File: src/rtl/sipo_pkg.sv
// Shared types and defaults for the serial-to-parallel deserializer.
package sipo_pkg;
    localparam int DEFAULT_WIDTH = 3;

    typedef enum logic {IDLE, SHIFT} sipo_state_t;
endpackage

File: src/rtl/sipo_deserializer_if.sv
// Serial input, abort and parallel valid/ready bundle for sipo_deserializer.
interface sipo_deserializer_if
    import sipo_pkg::*;
#(
    parameter int WIDTH = DEFAULT_WIDTH
);
    logic             SIN;
    logic             SIN_VALID;
    logic             ABORT;
    logic [WIDTH-1:0] P_OUT;
    logic             P_VALID;
    logic             P_READY;
    logic             OVF;
    logic             BUSY;

    modport master (
        output SIN, SIN_VALID, ABORT, P_READY,
        input  P_OUT, P_VALID, OVF, BUSY
    );

    modport slave (
        input  SIN, SIN_VALID, ABORT, P_READY,
        output P_OUT, P_VALID, OVF, BUSY
    );
endinterface

File: src/rtl/sipo_bit_counter.sv
// Counts accepted serial bits; tc marks the edge that accepts the last bit of a word.
module sipo_bit_counter
    import sipo_pkg::*;
#(
    parameter int WIDTH = DEFAULT_WIDTH,
    localparam int CNT_W = $clog2(WIDTH + 1)
) (
    input  logic clk,
    input  logic rst_n,
    input  logic inc,
    input  logic clr,
    output logic tc
);
    logic [CNT_W-1:0] count;

    assign tc = inc && (count == CNT_W'(WIDTH - 1));

    always_ff @(posedge clk or negedge rst_n) begin
        if (!rst_n) begin
            count <= '0;
        end else if (clr || tc) begin
            count <= '0;
        end else if (inc) begin
            count <= count + CNT_W'(1);
        end
    end
endmodule

File: src/rtl/sipo_deserializer.sv
// MSB-first serial-to-parallel converter with a held, double-buffered parallel output.
module sipo_deserializer
    import sipo_pkg::*;
#(
    parameter int WIDTH = DEFAULT_WIDTH
) (
    input logic                CLK,
    input logic                RST_N,
    sipo_deserializer_if.slave bus
);
    sipo_state_t      state_q, state_d;
    logic             inc, tc, load;
    logic [WIDTH-1:0] cand;

    assign inc = bus.SIN_VALID && !bus.ABORT;

    sipo_bit_counter #(.WIDTH(WIDTH)) u_cnt (
        .clk  (CLK),
        .rst_n(RST_N),
        .inc  (inc),
        .clr  (bus.ABORT),
        .tc   (tc)
    );

    // Only WIDTH-1 bits are ever stored; the final bit goes straight into the candidate word.
    if (WIDTH == 1) begin : g_w1
        assign cand = bus.SIN;
    end else begin : g_wn
        logic [WIDTH-2:0] sreg;

        always_ff @(posedge CLK or negedge RST_N) begin
            if (!RST_N) begin
                sreg <= '0;
            end else if (bus.ABORT) begin
                sreg <= '0;
            end else if (bus.SIN_VALID) begin
                sreg <= cand[WIDTH-2:0];
            end
        end

        assign cand = {sreg, bus.SIN};
    end

    always_ff @(posedge CLK or negedge RST_N) begin
        if (!RST_N) begin
            state_q <= IDLE;
        end else begin
            state_q <= state_d;
        end
    end

    always_comb begin
        state_d = state_q;
        if (bus.ABORT) begin
            state_d = IDLE;
        end else if (bus.SIN_VALID) begin
            state_d = tc ? IDLE : SHIFT;
        end
    end

    assign bus.BUSY = (state_q == SHIFT);

    // A completing word may refill the buffer on the same edge the consumer drains it.
    assign load = tc && (!bus.P_VALID || bus.P_READY);

    always_ff @(posedge CLK or negedge RST_N) begin
        if (!RST_N) begin
            bus.P_OUT   <= '0;
            bus.P_VALID <= 1'b0;
            bus.OVF     <= 1'b0;
        end else begin
            if (load) begin
                bus.P_OUT   <= cand;
                bus.P_VALID <= 1'b1;
            end else if (tc) begin
                bus.OVF <= 1'b1;
            end else if (bus.P_VALID && bus.P_READY) begin
                bus.P_VALID <= 1'b0;
            end
        end
    end
endmodule

File: src/flat_wrapper.sv
// flat-port wrapper written by rule: the top's interface ports become plain ports
module sipo_deserializer_flat import sipo_pkg::*;
#(
    parameter int WIDTH = DEFAULT_WIDTH
)
  (CLK, RST_N, bus_SIN, bus_SIN_VALID, bus_ABORT, bus_P_READY, bus_P_OUT, bus_P_VALID, bus_OVF, bus_BUSY);
  sipo_deserializer_if #(.WIDTH(WIDTH)) bus_i ();
  input logic CLK;
  input logic RST_N;
  input wire logic [$bits(bus_i.SIN)-1:0] bus_SIN;
  input wire logic [$bits(bus_i.SIN_VALID)-1:0] bus_SIN_VALID;
  input wire logic [$bits(bus_i.ABORT)-1:0] bus_ABORT;
  input wire logic [$bits(bus_i.P_READY)-1:0] bus_P_READY;
  output wire logic [$bits(bus_i.P_OUT)-1:0] bus_P_OUT;
  output wire logic [$bits(bus_i.P_VALID)-1:0] bus_P_VALID;
  output wire logic [$bits(bus_i.OVF)-1:0] bus_OVF;
  output wire logic [$bits(bus_i.BUSY)-1:0] bus_BUSY;
  assign bus_i.SIN = bus_SIN;
  assign bus_i.SIN_VALID = bus_SIN_VALID;
  assign bus_i.ABORT = bus_ABORT;
  assign bus_i.P_READY = bus_P_READY;
  assign bus_P_OUT = bus_i.P_OUT;
  assign bus_P_VALID = bus_i.P_VALID;
  assign bus_OVF = bus_i.OVF;
  assign bus_BUSY = bus_i.BUSY;
  sipo_deserializer #(.WIDTH(WIDTH)) u_core (.CLK(CLK), .RST_N(RST_N), .bus(bus_i));
endmodule
File: config.mk
export PLATFORM = sky130hd
export DESIGN_NAME = sipo_deserializer_flat
export DESIGN_NICKNAME = d
export VERILOG_FILES = /design/src/rtl/sipo_pkg.sv /design/src/rtl/sipo_deserializer_if.sv /design/src/rtl/sipo_bit_counter.sv /design/src/rtl/sipo_deserializer.sv /design/src/flat_wrapper.sv
export SDC_FILE = /design/constraint.sdc
export NUM_CORES = 1
export LEC_CHECK = 0
export CAP_MARGIN = 20
export CORE_AREA = 2 2 39 41
export DETAILED_ROUTE_END_ITERATION = 10
export DIE_AREA = 0 0 41 43
export PLACE_DENSITY = 0.6
export SETUP_SLACK_MARGIN = 0.1
export SLEW_MARGIN = 30
export SYNTH_ARGS = -nofsm -noshare
export SYNTH_HDL_FRONTEND = slang
export SYNTH_HIERARCHICAL = 1
export SYNTH_SLANG_ARGS = --single-unit
File: constraint.sdc
create_clock -name CLK -period 1.6 [get_ports CLK]
set_clock_uncertainty 0.05 [all_clocks]
set_input_delay 0.48 -clock CLK [delete_from_list [all_inputs] [get_ports CLK]]
set_output_delay 0.48 -clock CLK [all_outputs]
set_load 0.1 [all_outputs]
== Word-level counts from Yosys, hierarchy flattened ==
Cells that the tools add are included.
Operators by class
  add/subtract/negate cells: 1
  equality and inequality tests: 2
  muxes and demuxes: 10
  bitwise logic cells: 1
  reduce and logical (&&, ||, !) cells: 13
Operators by type and width (number)
  $mux W2: 4
  $mux W1: 6
  $reduce_bool A2 Y1: 3
  $logic_and A1 B1 Y1: 4
  $reduce_and A2 Y1: 2
  $add A2 B1 Y2 const B: 1
  $eq A2 B2 Y1 const B: 1
  $logic_not A1 Y1: 2
  $logic_or A1 B1 Y1: 2
  $ne A2 B2 Y1 const B: 1
  $not A1 Y1: 1
Word-level totals
  flip-flop bits (word level): 10
  word-level logic and storage cells: 33

== Longest topological paths before layout ==
Gate-level depths: netlist of run 1.
  depth after elaboration: 6
  gate-level depth with buffers: 6

== Cells and area by module ==
Netlist of run 1, hierarchy kept.
By module, submodules not included
  sipo_deserializer: instances 1, cells an instance 23, area an instance 332.8 sq um, sequential area each 200.2 sq um
  sipo_bit_counter: instances 1, cells an instance 10, area an instance 111.4 sq um, sequential area each 50.0 sq um

== Worst setup path before layout of run 1 ==
Ideal clock, no wire load.
  kind: flip-flop to flip-flop
  from: reg u_core.bus.P_VALID
  to: reg u_core.bus.P_OUT[0]
  setup time: 125 ps
  arrival time: 1460 ps
  slack: -35 ps
  cell stages (with the launch flop): 4
  buffers on the path: 0
  path through: dfrtp_1 -> nand2b_4 -> nand2_4 -> mux2_4
Between the ends
  cells in the longest elaborated chain, start to end: 3
RTL lines
  start, declared: line sipo_deserializer_if.sv:23  | output P_OUT, P_VALID, OVF, BUSY
  start signal, assigned: line sipo_deserializer.sv:69  | bus.P_VALID <= 1'b0;
  start signal, assigned: line sipo_deserializer.sv:74  | bus.P_VALID <= 1'b1;
  start signal, assigned: line sipo_deserializer.sv:78  | bus.P_VALID <= 1'b0;
  $logic_not A1 Y1: line sipo_deserializer.sv:64  | assign load = tc && (!bus.P_VALID || bus.P_READY);
  $logic_or A1 B1 Y1: line sipo_deserializer.sv:64
  $logic_and A1 B1 Y1: line sipo_deserializer.sv:64
  end signal, assigned: line sipo_deserializer.sv:73  | bus.P_OUT <= cand;
  end, declared: line sipo_deserializer_if.sv:23
Every way passes these cells.
A chain may end at the register's enable or synchronous reset.

== Worst setup path after layout of run 1 ==
  from: reg u_core.bus.P_VALID
  to: out bus_P_VALID
RTL lines
  end, declared: line flat_wrapper.sv:15  | output wire logic [$bits(bus_i.P_VALID)-1:0] bus_P_VALID;
No word-level cell between the ends.

==> results of run 1 <==
## metal layers
| metal | up-vias | share of wire, % | wire (µm) | global-route usage, % |
|---|---|---|---|---|
| met3 | 4 | 6.8 | 63 | 5.24 |
| met2 | 11 | 54 | 498 | 22.2 |
| met1 | 145 | 35 | 325 | 14.6 |
| met4 | 0 | 3.5 | 32 | 12.0 |
| met5 | - | 0 | 0 | 0 |
| li1 | 148 | - | - | - |
## Yosys cell counts (all sizes together)
cell	count	area, µm²
inv	2	7.51
or3b	1	8.76
o21bai	1	7.51
nor2b	1	6.26
and2	1	7.51
nand2b	2	20.0
nor2	3	11.3
o31ai	1	7.51
dfrtp	10	250
nand2	2	15.0
a21oi	1	5.00
mux2i	3	30.0
ha	1	12.5
or4b	1	10.0
mux2	3	45.0
## sequential cells by signal, summed over array words and instances, names as in the netlist
signal and count:
u_core/bus.BUSY 1, u_core/bus.OVF 1, u_core/bus.P_OUT 3, u_core/bus.P_VALID 1
u_core/g_wn.sreg 2, u_core/u_cnt/count 2
## power groups by stage
| stage | combinational, µW | sequential, µW | clock (µW) |
|---|---|---|---|
| after floorplan | 30.7 | 368 | 0 |
| after global placement | 195 | 290 | 0 |
| after detailed placement | 199 | 291 | 0 |
| after CTS | 200 | 286 | 230 |
| after global routing | 206 | 288 | 247 |
| final | 198 | 286 | 225 |
## worst reg2reg max path: cells and delay by family (launching register included)
kind / cells / cell delay [ns]
adder cells (fa/ha/maj): 1 / 0.22
flip-flops: 1 / 0.34
AO/OA/AOI/OAI: 1 / 0.08
buffers and inverters: 1 / 0.06
AND/OR/NAND/NOR: 1 / 0.52
## logic make-up after synthesis
logic type,Yosys count,synth area share [%]
AO/OA/AOI/OAI,3,4.51
adder cells (fa/ha/maj),1,2.82
buffers and inverters,2,1.69
flip-flops,10,56.3
multiplexers,6,16.9
AND/OR/NAND/NOR,11,17.7
## metrics by stage
stage	std cells	setup slack [ns]	TNS (ns)	util, %
after CTS	67	0.184	0	50.6
after global placement	63	-0.316	-1.68	47.6
after floorplan	33	0.172	0	-
after detailed placement	63	-0.353	-2.03	47.6
final	67	0.193	0	50.6
after global routing	67	0.156	0	50.6
## how the worst max path moves through the flow
stage / from / to / slack, ns
floorplan: u_core/bus.P_OUT[0] / bus_P_OUT[0] / 0.17
global placement: bus_SIN_VALID / u_core/bus.P_OUT[0] / -0.32
detailed placement: bus_SIN_VALID / u_core/bus.P_OUT[1] / -0.35
CTS: u_core/bus.P_VALID / bus_P_VALID / 0.18
global route: u_core/u_cnt/count[0] / u_core/u_cnt/count[0] / 0.16
finish: u_core/bus.P_VALID / bus_P_VALID / 0.19
## layout make-up
class / count / area share, %
Clock buffer: 4 / 5.18
Sequential cell: 10 / 35.9
Timing Repair Buffer: 14 / 27.1
Multi-Input combinational cell: 21 / 27.9
Inverter: 2 / 1.07
Tap cell: 16 / 2.86
==> reports/metrics.yaml, run 1 <==
worst_setup_path:
  crit_slowest_cell: "dfrtp_2"
  worstRegToRegCells: 4
  cp_data_required_time_ns: 1.07
  crit_family: "flip-flops"
  crit_arrival_ns: 0.88
  r2r-start: "u_core/u_cnt/count[0]"
  reg2reg_to: "u_core/u_cnt/count[0]"
  end_kind: "output pin"
  critPathKind: "register to output pin"
  path_depth: 1
  crit_path_max_incr_delay_ns: 0.44
  r2r_slack_ns: 0.24
  worstPathMaxFanout: 2
  start_kind: "register"
  cp_num_buf_inv: 1
  worstPathCellList: "buf_12"
cts:
  clkLatencyLatePin_ns: 0.27
  cts_tree: "done"
  cts_resized: 5
  postCtsHoldBufs: 0
  post_cts_buffers: 0
  htree_levels: 1
  cts.sinks: 10
  cts_buffer_depth: 2
  cts_buffers: 3
  clock-root-buffer: "clkbuf_4"
  cts.reportedPaths.clkPinSlew_ns: 0.06
power_and_ir_drop:
  totalPowerFinal_uw: 710
  p_leak_uw: 0.000341
  p_clk_share_pct: 31.7
  p_comb_share_pct: 27.9
  seqPwrFrac_pct: 40.3
  power_density_nw_per_um2: 1010
  p_int_uw: 490
  switching_share_pct: 31.0
  peakVddDrop_uv: 541
  p_sw_uw: 220
finish:
  num_antenna_cells: 0
  fillCellCount: 124
  finalInstanceArea_um2: 701
  final_cell_mix: "9 x dfrtp_1, 6 x buf_12"
  final_net_count: 59
  layout_commonest_cell: "dfrtp_1"
  regArea_um2: 251
  area_growth_pct: 57.7
  multi_input_area_um2: 195
  drive_above_1_share_pct: 41.2
grt:
  antenna_found_initial: 0
  grt_max_degree: 11
  overflow: 0
  grt_pass1_vias: 373
  grt_util_all_layers_pct: 14.5
  grt_pass1_wl_um: 1570
floorplanning:
  die_x_um: 41
  dieArea_um2: 1760
  initial_core_util_pct: 32.1
  die_h_um: 43
  coreArea_um2: 1380
  fp-row-count: 14
  num_io_pins: 12
sta:
  rsz0062_at_grt: "false"
  fmax_mhz: 711
  finalHoldViolations: 0
  finalCritPeriodShare_pct: 88.0
  finalSetupViolCount: 0
  hold-worst-slack_ns: 0.480
  slew_headroom_pct: 69.2
  report.final.slew_viol_count: 0
  fin_crit_ns: 1.41
  max_slew.worst_pin.slew_ns: 0.461
placement:
  place_area_um2: 658
  gp_congestion: 0.716
  numPortBuffers: 11
  dp_hpwl_um: 742
yosys:
  ys_seq_elements: 10
  synth_fp_nets: 40
  avgSynthCellArea_um2: 13.5
  syn_inst: 33
  netlist-cell-type-count: 17
  yosysWarnings: 6
  netlist_area_um2: 444
  ys_seq_area_share_pct: 56.3
route:
  wirelength_um: 920
  drtIter0Drc: 1
  routedWlPerCell_um: 13.7
  firstDrtPassIters: 2
  vias_per_cell: 4.60
  drtAntennaViolNets: 0
  drc: 0
  via_count: 308
min_path:
  hold_path.class: "input port to async pin"
job:
  cap_violations: 0
run_status:
  status: "completed"
Power figures use the tool's default switching activity.
==> inputs of run 2 (changes only) <==
--- a/config.mk
+++ b/config.mk
@@ -5,7 +5,6 @@
 export SDC_FILE = /design/constraint.sdc
 export NUM_CORES = 1
 export LEC_CHECK = 0
-export CAP_MARGIN = 20
 export CORE_AREA = 2 2 39 41
 export DETAILED_ROUTE_END_ITERATION = 10
 export DIE_AREA = 0 0 41 43
==> results of run 2 <==
Same layout as run 1: the final DEF is identical, and so are final timing and power.
==> inputs of run 3 (changes only) <==
--- a/config.mk
+++ b/config.mk
@@ -5,10 +5,11 @@
 export SDC_FILE = /design/constraint.sdc
 export NUM_CORES = 1
 export LEC_CHECK = 0
-export CORE_AREA = 2 2 39 41
+export CELL_PAD_IN_SITES_DETAIL_PLACEMENT = 1
+export CELL_PAD_IN_SITES_GLOBAL_PLACEMENT = 1
+export CORE_UTILIZATION = 34
 export DETAILED_ROUTE_END_ITERATION = 10
-export DIE_AREA = 0 0 41 43
-export PLACE_DENSITY = 0.6
+export PLACE_DENSITY = 0.73
 export SETUP_SLACK_MARGIN = 0.1
 export SLEW_MARGIN = 30
 export SYNTH_ARGS = -nofsm -noshare
==> reports/metrics.yaml, run 3 (synthesized netlist as in run 1, its figures left out) <==
route:
  routedWlPerCell_um: 16.7  # was 13.7 µm
  wirelength_um: 1140  # was 920 µm
  vias_per_cell: 4.84  # was 4.60
  drc: 0  # unchanged
  drtAntennaViolNets: 0  # unchanged
  drtIter0Drc: 2  # was 1
  firstDrtPassIters: 4  # was 2
  via_count: 329  # was 308
worst_setup_path:
  cp_num_buf_inv: 1  # unchanged
  worstPathCellList: "buf_12"  # unchanged
  crit_path_max_incr_delay_ns: 0.44  # about the same
  start_kind: "register"  # unchanged
  worstPathMaxFanout: 2  # unchanged
  cp_data_required_time_ns: 1.07  # about the same
  end_kind: "output pin"  # unchanged
  critPathKind: "register to output pin"  # unchanged
  crit_slowest_cell: "dfrtp_2"  # unchanged
  crit_family: "flip-flops"  # unchanged
  crit_arrival_ns: 0.88  # about the same
finish:
  largest_register_ffs: 3  # unchanged
  fin_util_pct: 61.7  # was 50.6%
  multi_input_area_um2: 198  # was 195 µm²
  regArea_um2: 251  # unchanged
  area_growth_pct: 60.6  # was 57.7%
  layout_commonest_cell: "dfrtp_1"  # unchanged
  largest_register: "u_core/bus.P_OUT"  # unchanged
  final_cell_mix: "9 x dfrtp_1, 6 x buf_12, 6 x buf_4"  # was 9 x dfrtp_1, 6 x buf_12
  final_net_count: 62  # was 59
  fillCellCount: 118  # was 124
  num_antenna_cells: 0  # unchanged
  top_regs: "u_core/bus.P_OUT: 3 flops, u_core/g_wn.sreg: 2 flops, u_core/u_cnt/count: 2 flops"  # unchanged
  final_cells: 68  # was 67
  drive_above_1_share_pct: 44.4  # was 41.2%
grt:
  met3_usage_pct: 10.5  # was 5.24%
  grt_util_all_layers_pct: 20.3  # was 14.5%
  grt_pass1_vias: 390  # was 373
  grt.busiest_layer: "met2"  # unchanged
  grt_max_degree: 11  # unchanged
  overflow: 0  # unchanged
  grt_use_met1_pct: 20.8  # was 14.6%
  antenna_found_initial: 0  # unchanged
  grt_pass1_wl_um: 1800  # was 1570 µm
  use_met2_pct: 31.4  # was 22.2%
cts:
  postCtsHoldBufs: 0  # unchanged
  clock-root-buffer: "clkbuf_4"  # unchanged
  cts_buffers: 3  # unchanged
  cts.reportedPaths.clkPinSlew_ns: 0.07  # was 0.06 ns
  cts_tree: "done"  # unchanged
  cts.sinks: 10  # unchanged
  htree_levels: 1  # unchanged
  clkLatencyLatePin_ns: 0.27  # about the same
  cts_buffer_depth: 2  # unchanged
floorplanning:
  initial_core_util_pct: 38.4  # was 32.1%
  die_h_um: 38.1  # was 43 µm
  coreArea_um2: 1160  # was 1380 µm²
  fp-row-count: 12  # was 14
  num_io_pins: 12  # unchanged
  die_x_um: 38.1  # was 41 µm
  dieArea_um2: 1460  # was 1760 µm²
power_and_ir_drop:
  peakVddDrop_uv: 531  # was 541 µV
  power_density_nw_per_um2: 956  # was 1010 nW/µm²
  totalPowerFinal_uw: 682  # was 710 µW
  p_leak_uw: 0.000348  # was 0.000341 µW
sta:
  fmax_mhz: 708  # was 711 MHz
  finalCritPeriodShare_pct: 88.3  # was 88.0%
  rsz0062_at_grt: "false"  # unchanged
  finalHoldViolations: 0  # unchanged
  fin_crit_ns: 1.41  # about the same
  tns_ns: 0  # unchanged
  slew_headroom_pct: 69.2  # about the same
  max_slew.worst_pin.slew_ns: 0.461  # about the same
  report.final.slew_viol_count: 0  # unchanged
  finalSetupViolCount: 0  # unchanged
min_path:
  hold_path.class: "input port to async pin"  # unchanged
placement:
  gp_congestion: 0.746  # was 0.716
  dp_hpwl_um: 839  # was 742 µm
  placedCellCount: 62  # was 63
  numPortBuffers: 11  # unchanged
run_status:
  status: "completed"  # unchanged
job:
  cap_violations: 0  # unchanged
## run 3: cell count changes in the layout (fill, tap and decap cells not counted), sizes merged
cell,previous run,this run
buf,9,12
## run 3: routing by layer
layer,up-vias,wire length (µm)
met3,5,60
met1,162,500
met4,0,27
li1,153,-
met2,9,546
met5,-,0
## run 3: final timing paths
kind / from / endpoint / slack [ns] / depth (start not counted)
max: u_core/bus.P_VALID / bus_P_VALID / 0.19 / 1
min: RST_N / u_core/u_cnt/count[0] / 0.48 / 1
max reg2reg: u_core/u_cnt/count[0] / u_core/u_cnt/count[0] / 0.19 / 4
min reg2reg: u_core/bus.OVF / u_core/bus.OVF / 0.50 / 1
max in group asynchronous: RST_N / u_core/bus.P_VALID / 0.69 / 1
min in group CLK: u_core/bus.OVF / u_core/bus.OVF / 0.50 / 1
## run 3: report_power, final
group | internal (µW) | switching (µW) | leakage, µW
registers | 270 | 17.7 | 0.000134
clock network | 96.6 | 91.6 | 0.0000150
logic | 86.0 | 121 | 0.000199
total | 452 | 230 | 0.000348
## run 3: area by class of cell
class	instances	area share (%)
Tap cell	14	2.46
Sequential cell	10	35.3
Multi-Input combinational cell	21	27.7
Clock buffer	4	3.68
Inverter	2	1.05
Timing Repair Buffer	17	29.8
## run 3: through the flow
step / hold slack [ns] / cell area (µm²) / setup slack, ns
5_1_grt: 0.496 / 713 / 0.0832
4_1_cts: 0.473 / 703 / 0.170
3_3_place_gp: 0.449 / 663 / -0.287
2_1_floorplan: 0.134 / 445 / 0.172
3_5_place_dp: 0.482 / 663 / -0.414
6_report: 0.476 / 713 / 0.187
## run 3: what timing repair did
| item | CTS | global route |
|---|---|---|
| cloned | 0 | 0 |
| pin swaps | 1 | 0 |
| setup buffers | 1 | 1 |
| gates resized for setup | 5 | 1 |
| endpoints found under the setup margin | 7 | 1 |
| hold endpoints to repair | 0 | 0 |
